File: src/rtl/cam_config_seq.sv
// rtl/cam_config_seq.sv - camera configuration sequencer: ROM table walker driving an SCCB master
//
// Walks a registered configuration ROM from entry 0. Each entry {sub, dat} is
// decoded as END (all ones), DELAY (sub all ones, dat units of UNIT_CYCLES) or
// WRITE (issued to the SCCB master over a start/ready handshake). Every wait on
// the master is bounded by TIMEOUT_CYCLES; expiry parks the sequencer in ERROR.
//
// Ports:
//   clk            rising-edge clock
//   rst            synchronous active-low reset
//   start          level; a high sample in IDLE/DONE/ERROR launches a run
//   rom_addr       registered ROM address
//   rom_data       ROM entry {sub, dat}, valid one cycle after rom_addr
//   sccb_ready     master idle/ready
//   sccb_start     one-cycle request pulse to the master
//   sccb_sub_addr  sub-address held for the duration of a transfer
//   sccb_data      data held for the duration of a transfer
//   busy/done/error  run status levels
//   write_count    writes completed in the current or last run
module cam_config_seq #(
   parameter int ROM_AW         = 8,
   parameter int SUB_W          = 8,
   parameter int DAT_W          = 8,
   parameter int UNIT_CYCLES    = 25000,
   parameter int TIMEOUT_CYCLES = 65535
) (
   input  logic                   clk,
   input  logic                   rst,
   input  logic                   start,
   output logic [ROM_AW-1:0]      rom_addr,
   input  logic [SUB_W+DAT_W-1:0] rom_data,
   input  logic                   sccb_ready,
   output logic                   sccb_start,
   output logic [SUB_W-1:0]       sccb_sub_addr,
   output logic [DAT_W-1:0]       sccb_data,
   output logic                   busy,
   output logic                   done,
   output logic                   error,
   output logic [ROM_AW:0]        write_count
);

   // Counters only ever hold values up to LAST, so size them for that.
   localparam int CYC_W = (UNIT_CYCLES > 1) ? $clog2(UNIT_CYCLES) : 1;
   localparam int TMO_W = (TIMEOUT_CYCLES > 1) ? $clog2(TIMEOUT_CYCLES) : 1;
   localparam logic [CYC_W-1:0] CYC_LAST = CYC_W'(UNIT_CYCLES - 1);
   localparam logic [TMO_W-1:0] TMO_LAST = TMO_W'(TIMEOUT_CYCLES - 1);

   typedef enum logic [3:0] {
      S_IDLE, S_FETCH, S_DECODE, S_WAIT_RDY, S_ISSUE,
      S_WAIT_ACK, S_WAIT_CPL, S_DELAY, S_DONE, S_ERROR
   } state_t;

   state_t             state_q, state_d;
   logic [ROM_AW-1:0]  ptr_q;
   logic [ROM_AW-1:0]  rom_addr_q;
   logic               sccb_start_q;
   logic [SUB_W-1:0]   sub_q;
   logic [DAT_W-1:0]   dat_q;
   logic               busy_q, done_q, error_q;
   logic [ROM_AW:0]    wcnt_q;
   logic [DAT_W-1:0]   unit_q;
   logic [CYC_W-1:0]   cyc_q;
   logic [TMO_W-1:0]   tmo_q;

   logic [SUB_W-1:0]   rom_sub;
   logic [DAT_W-1:0]   rom_dat;
   logic               is_end, is_delay, launch, waiting, tmo_hit;
   state_t             adv_state;

   assign rom_sub   = rom_data[SUB_W+DAT_W-1:DAT_W];
   assign rom_dat   = rom_data[DAT_W-1:0];
   assign is_end    = &rom_data;
   assign is_delay  = &rom_sub;
   assign launch    = start && (state_q inside {S_IDLE, S_DONE, S_ERROR});
   assign waiting   = state_q inside {S_WAIT_RDY, S_WAIT_ACK, S_WAIT_CPL};
   assign tmo_hit   = (tmo_q == TMO_LAST);
   // The last table slot finishes the run instead of wrapping to entry 0.
   assign adv_state = (&ptr_q) ? S_DONE : S_FETCH;

   always_comb begin
      state_d = state_q;
      case (state_q)
         S_IDLE, S_DONE, S_ERROR: if (start) state_d = S_FETCH;
         S_FETCH:    state_d = S_DECODE;
         S_DECODE: begin
            if (is_end)                 state_d = S_DONE;
            else if (is_delay)          state_d = (rom_dat == '0) ? adv_state : S_DELAY;
            else                        state_d = S_WAIT_RDY;
         end
         S_WAIT_RDY: begin
            if (sccb_ready)             state_d = S_ISSUE;
            else if (tmo_hit)           state_d = S_ERROR;
         end
         S_ISSUE:    state_d = S_WAIT_ACK;
         S_WAIT_ACK: begin
            if (!sccb_ready)            state_d = S_WAIT_CPL;
            else if (tmo_hit)           state_d = S_ERROR;
         end
         S_WAIT_CPL: begin
            if (sccb_ready)             state_d = adv_state;
            else if (tmo_hit)           state_d = S_ERROR;
         end
         // Exit on the final cycle of the last unit: dwell is dat * UNIT_CYCLES.
         S_DELAY: if (cyc_q == '0 && unit_q == DAT_W'(1)) state_d = adv_state;
         default:    state_d = S_IDLE;
      endcase
   end

   always_ff @(posedge clk) begin
      if (!rst) begin
         state_q      <= S_IDLE;
         ptr_q        <= '0;
         rom_addr_q   <= '0;
         sccb_start_q <= 1'b0;
         sub_q        <= '0;
         dat_q        <= '0;
         busy_q       <= 1'b0;
         done_q       <= 1'b0;
         error_q      <= 1'b0;
         wcnt_q       <= '0;
         unit_q       <= '0;
         cyc_q        <= '0;
         tmo_q        <= '0;
      end else begin
         state_q      <= state_d;
         // Status outputs are registered from the next state so they align with it.
         sccb_start_q <= (state_d == S_ISSUE);
         busy_q       <= !(state_d inside {S_IDLE, S_DONE, S_ERROR});
         done_q       <= (state_d == S_DONE);
         error_q      <= (state_d == S_ERROR);
         // Cleared whenever a wait state is entered (including wait-to-wait hops).
         tmo_q        <= (waiting && state_d == state_q) ? tmo_q + 1'b1 : '0;

         if (launch) begin
            ptr_q      <= '0;
            rom_addr_q <= '0;
            wcnt_q     <= '0;
         end else if (state_d == S_FETCH) begin
            ptr_q      <= ptr_q + 1'b1;
            rom_addr_q <= ptr_q + 1'b1;
         end

         if (state_q == S_WAIT_CPL && sccb_ready) wcnt_q <= wcnt_q + 1'b1;

         if (state_q == S_DECODE && state_d == S_WAIT_RDY) begin
            sub_q <= rom_sub;
            dat_q <= rom_dat;
         end

         if (state_q == S_DECODE && state_d == S_DELAY) begin
            unit_q <= rom_dat;
            cyc_q  <= CYC_LAST;
         end else if (state_q == S_DELAY) begin
            if (cyc_q == '0) begin
               cyc_q  <= CYC_LAST;
               unit_q <= unit_q - 1'b1;
            end else begin
               cyc_q  <= cyc_q - 1'b1;
            end
         end
      end
   end

   assign rom_addr      = rom_addr_q;
   assign sccb_start    = sccb_start_q;
   assign sccb_sub_addr = sub_q;
   assign sccb_data     = dat_q;
   assign busy          = busy_q;
   assign done          = done_q;
   assign error         = error_q;
   assign write_count   = wcnt_q;

endmodule

File: config.mk
export PLATFORM = sky130hd
export DESIGN_NAME = cam_config_seq
export DESIGN_NICKNAME = d
export VERILOG_FILES = /design/src/rtl/cam_config_seq.sv
export SDC_FILE = /design/constraint.sdc
export NUM_CORES = 1
export LEC_CHECK = 0
export CAP_MARGIN = 20
export CORE_ASPECT_RATIO = 1.4
export CORE_MARGIN = 2
export CORE_UTILIZATION = 55
export CTS_CLUSTER_SIZE = 14
export DETAILED_ROUTE_END_ITERATION = 10
export PLACE_DENSITY = 0.83
export SYNTH_ARGS = -nofsm -noshare
export SYNTH_HDL_FRONTEND = slang
export SYNTH_SLANG_ARGS = --single-unit
File: constraint.sdc
create_clock -name clk -period 6 [get_ports clk]
set_clock_uncertainty 0.15 [all_clocks]
set_input_delay 0.6 -clock clk [delete_from_list [all_inputs] [get_ports clk]]
set_output_delay 0.6 -clock clk [all_outputs]
set_load 0.01 [all_outputs]
# After elaboration in Yosys (flattened, before gate mapping)
# Cells that the tools add are included.
[op_classes]
addsub = 5
n_eq_ne = 18
mux = 19
bitwise_logic = 1
reduce_logical = 25
[ops]
columns = ["operator", "n"]
rows = [
  ["2-to-1 mux 15 bit", 3],
  ["2-to-1 mux 4 bit", 10],
  ["one-hot mux 4 bit (8 select lines)", 1],
  ["equality test 4 x 3 -> 1 bit (second input constant)", 6],
  ["2-to-1 mux 8 bit", 3],
  ["2-to-1 mux 9 bit", 2],
  ["adder 16 x 1 -> 16 bit (second input constant)", 1],
  ["equality test 16 bit (second input constant)", 1],
  ["equality test 4 bit (second input constant)", 4],
  ["AND reduction 16 bit", 1],
  ["AND reduction 8 bit", 2],
  ["zero test 15 bit", 1],
  ["subtractor 15 x 1 -> 15 bit (second input constant)", 1],
  ["equality test 4 x 2 -> 1 bit (second input constant)", 3],
  ["adder 9 x 1 -> 9 bit (second input constant)", 1],
  ["nonzero test 3 bit", 3],
  ["adder 8 x 1 -> 8 bit (second input constant)", 1],
  ["equality test 4 x 1 -> 1 bit (second input constant)", 2],
  ["equality test 8 x 1 -> 1 bit (second input constant)", 1],
  ["zero test 4 bit", 2],
  ["zero test 8 bit", 1],
  ["subtractor 8 x 1 -> 8 bit (second input constant)", 1],
  ["logical AND 1 bit", 6],
  ["nonzero test 2 bit", 3],
  ["6 further kinds", 8],
]
[word_totals]
ff_bits = 80
inputBits = 20

# Depth between registers and ports, before layout
[logic_depth]
ltp_word = 10
ltp_mapped = 11
mapped_depth_nobuf = 9

# Worst setup path after synthesis
# OpenSTA, ideal clock, no wires.
[synth_timing]
path_kind = "input to register"
from = "in rom_data[4]"
to = "reg tmo_q[10]"
t_arrival_ns = 2.577
required_ns = 5.735
slack_ns = 3.158
stages = 9
path_buffers = 2
path_cell_list = "or4_4 nor2_4 nor3_2 or2_1 buf_2 a311o_1 o2111ai_4 buf_8 nor2_2"
[synth_via]
elab_chain_cells = 8
elab_cells_between_ends = 9
cone_classes = "eq/ne: 1; mux: 4; reduce/logical: 4"
[synth_lines]
columns = ["item", "line_no", "text"]
rows = [
  ["start, declared", "31", "input logic [SUB_W+DAT_W-1:0] rom_data,"],
  ["zero test 8 bit", "87", "else if (is_delay) state_d = (rom_dat == '0) ? adv_state : S_DELAY;"],
  ["2-to-1 mux 4 bit (2 in a row)", "87", ""],
  ["2-to-1 mux 4 bit (*)", "86", "if (is_end) state_d = S_DONE;"],
  ["one-hot mux 4 bit (8 select lines) (*)", "82", "case (state_q)"],
  ["equality test 4 bit (*)", "132", "tmo_q <= (waiting && state_d == state_q) ? tmo_q + 1'b1 : '0;"],
  ["logical AND 1 bit (*)", "132", ""],
  ["AND reduction 2 bit (no line) (*)", "-", ""],
  ["end signal, assigned", "132", ""],
  ["end, declared", "63", "logic [TMO_W-1:0] tmo_q;"],
]
# Every way passes the cells marked *; elsewhere a longest branch is shown, timed or not.
# A chain may end at the register's enable or synchronous reset.

# Worst setup path in the final report
[layout_timing]
from = "in rom_data[4]"
to = "reg rom_addr_q[6] (netlist: rom_addr[6])"
[layout_via]
elab_chain_cells = 6
elab_cells_between_ends = 7
cone_classes = "eq/ne: 1; mux: 4; reduce/logical: 2"
[layout_lines]
columns = ["item", "line_no", "text"]
rows = [
  ["zero test 8 bit", "87", ""],
  ["2-to-1 mux 4 bit (2 in a row)", "87", ""],
  ["2-to-1 mux 4 bit (*)", "86", ""],
  ["one-hot mux 4 bit (8 select lines) (*)", "82", ""],
  ["equality test 4 x 1 -> 1 bit (*)", "138", "end else if (state_d == S_FETCH) begin"],
  ["end signal, assigned", "140", "rom_addr_q <= ptr_q + 1'b1;"],
  ["end, declared", "55", "logic [ROM_AW-1:0] rom_addr_q;"],
]
# Marked as above.

==> results by group <==
Yosys
  • Syn nets: approximately 500
  • Post-synthesis cell area: 4008 sq um
  • Async S/R FF share, synth: 0%
  • Synth unique cells: 62
  • Seq cells post-synth: 80
  • Mean area per synthesized cell: around 8.7 sq um
  • Cell taking the most area after synthesis: dfxtp_1
  • Ys Warns: 0
  • Sequential share of the synthesized area: around two fifths
  • Post-synth EDFFs: 0
  • Syn Inst Count: 463
  • Top FF cell, synth: dfxtp_1
  • Top-area cell type share of the netlist area: 39.96%
  • Largest cells by area after synthesis: dfxtp_1, nor2_1, mux2i_1, xnor2_1, xor2_1

Floorplanning
  • Die width: roughly 76 microns
  • I/O Pins: 57
  • Core area: ~7000 sq um
  • Cell row count: 36
  • Starting density of the core: approximately 57%
  • Die height: about 110 microns
  • Full die area: 7995 sq um

Routing
  • Routed Antenna Nets: 0
  • Drt first-iter violations: 230
  • Vias/cell: between 5 and 6
  • WL/cell: roughly 15 microns
  • Vias: about 3600
  • WL final: about 9.4 mm
  • DRC: 0
  • DRT Pass-1 Iters: 4

Power
  • Pwr Density: between 300 and 400 nW/um^2
  • VDD IR-drop max: 0.2348 mV
  • Leakage: roughly 1.8 nW

Setup path
  • Worst EP required: 6130 ps
  • Crit path DAT: ~3400 ps
  • Worst-path fanout max: 13
  • Reg2reg end: rom_addr[6]
  • Crit path launch type: input pin
  • Beginning of the worst register-to-register path: cyc_q[10]
  • CP Capture Type: flip-flop
  • Critical Setup Path Class: input pin to flip-flop
  • Reg2Reg Setup Slack: ~3000 ps
  • Reg2Reg Depth: 7

Layout
  • Multi-input gate area: approximately 2300 sq um
  • Ratio of cells with drive above 1 in the final layout: under 10%
  • Nets: 543
  • Post-layout util: 68.63%
  • Most frequent cells in the layout: dfxtp_1, nor2_1, clkdlybuf4s50_1
  • FILL cells: ~600
  • Layout overhead on the synthesized area: 20.32%
  • # diodes: 0
  • Reg area: approximately 1600 sq um
  • Most common cell after layout, fill and taps aside: dfxtp_1

Placed design
  • I/O Buffers: 56
  • Post-DP HPWL: around 7 mm
  • RD Place Congestion: around 0.93

Clock network
  • Clk sinks: 80
  • Setup Fix Bufs, Post-CTS: 0
  • Clk root buf: clkbuf_8
  • Clk buf depth: 2
  • Max H-tree Level: 3
  • Total CTS buffers: 9
  • Clk Latency, worst-skew pair: 360 ps
  • Clock transition at path regs: about 80 ps
  • CTS tree: yes
  • Hold bufs inserted after CTS: 0
  • Resized cells post-CTS: 0

Timing
  • Unrepaired setup endpoints after global routing: no
  • Achievable Freq: just over 300 MHz
  • Period utilisation layout: between 50% and 60%
  • Final hold viol count: 0
  • Final Max Slew Viols: 0
  • Finish-stage setup viols: 0
  • Fin Hold WS: ~320 ps
  • Setup TNS: 0 ps
  • Tightest Pin Transition: a little under 800 ps
  • Slew margin rel.: roughly 48%
  • Post-layout min period: ~3300 ps

Min path
  • Worst hold path class: flip-flop to flip-flop
  • Hold_sp: tmo_q[0]
  • End of the worst hold path: tmo_q[0]
  • WHS Path Cells: 1

Flow run
  • Max-cap violation count: 0

GRT
  • First-pass GRT wire length: 15.82 mm
  • Vias in the first global route: between 3000 and 4000
  • Largest net degree at the start of global routing: 38
  • Initial antenna violation count: 0
  • All-layer global routing usage: about a quarter
  • Total grt overflow: 0

Run status
  • Outcome: finished clean
==> metrics by stage <==
stage               std cells  power (mW)  setup slack (ps)  cell area (sq um)
detailed placement        599       1.146              2422               4622
global route              615       1.619              2615               4822
finish                    615       1.542              2747               4822
CTS                       615       1.543              2766               4822
global placement          599       1.136              2489               4622
floorplan                 463       1.003              3158               4008
==> worst max path at each step <==
| stage | start | end | slack [ps] | cells after the start |
|---|---|---|---|---|
| 2_1_floorplan | rom_data[4] | tmo_q[10] | 3160 | 9 |
| 3_3_place_gp | rom_data[4] | tmo_q[2] | 2490 | 8 |
| 3_5_place_dp | rom_data[4] | tmo_q[3] | 2420 | 8 |
| 4_1_cts | rom_data[4] | rom_addr[6] | 2770 | 8 |
| 5_1_grt | rom_data[4] | rom_addr[6] | 2620 | 8 |
| 6_report | rom_data[4] | rom_addr[6] | 2750 | 8 |
==> critical path: stages <==
cell             delay [ps]
clkdlybuf4s50_1         460
or4_4                   580
nor2_4                  160
o221ai_1                140
nor3_2                  290
nand3b_1                370
or4_1                   590
a21oi_1                 180
==> state kept, by name, indices dropped and copies added (netlist names) <==
signal / count
tmo_q: 16
cyc_q: 15
write_count: 9
rom_addr: 8
sccb_data: 8
sccb_sub_addr: 8
unit_q: 8
state_q: 4
busy: 1
done: 1
error: 1
sccb_start: 1
==> synthesized netlist by cell type (all sizes together), types with 9 or more instances <==
library cell  number
a211oi             9
a21oi             18
and3              11
clkbuf            11
dfxtp             80
inv               14
mux2i             21
nand2             28
nand3             23
nand4             13
nor2              84
nor3              15
o21ai             13
xnor2             16
xor2              16
==> power by group <==
| group | internal (mW) | switching [mW] | total, mW |
|---|---|---|---|
| registers | 0.580 | 0.0521 | 0.632 |
| logic | 0.218 | 0.291 | 0.509 |
| clock network | 0.216 | 0.185 | 0.401 |
==> cells by family (layout without fill, tap and decap cells) <==
family	Yosys count	in the layout	share of synthesized area, %
AND/OR/NAND/NOR	222	222	30.00
flip-flops	80	80	39.96
AO/OA/AOI/OAI	67	67	11.43
XOR/XNOR	32	32	6.993
buffers and inverters	31	88	3.309
multiplexers	23	23	5.807
adder cells (fa/ha/maj)	8	8	2.498
==> layer usage <==
metal / share of wire, % / up-vias / track usage [%]
li1: - / 1757 / -
met1: 41 / 1667 / 27.22
met2: 52 / 105 / 43.05
met3: 4.1 / 23 / 4.318
met4: 3.5 / 0 / 13.90
met5: 0 / - / 0
==> cell type report <==
type / count / area share (%)
Clock inverter: 2 / 0.7784
Tap cell: 95 / 2.465
Inverter: 14 / 1.090
Timing Repair Buffer: 58 / 11.94
Multi-Input combinational cell: 352 / 47.15
Clock buffer: 14 / 3.373
Sequential cell: 80 / 33.21
Power figures use the tool's default switching activity.
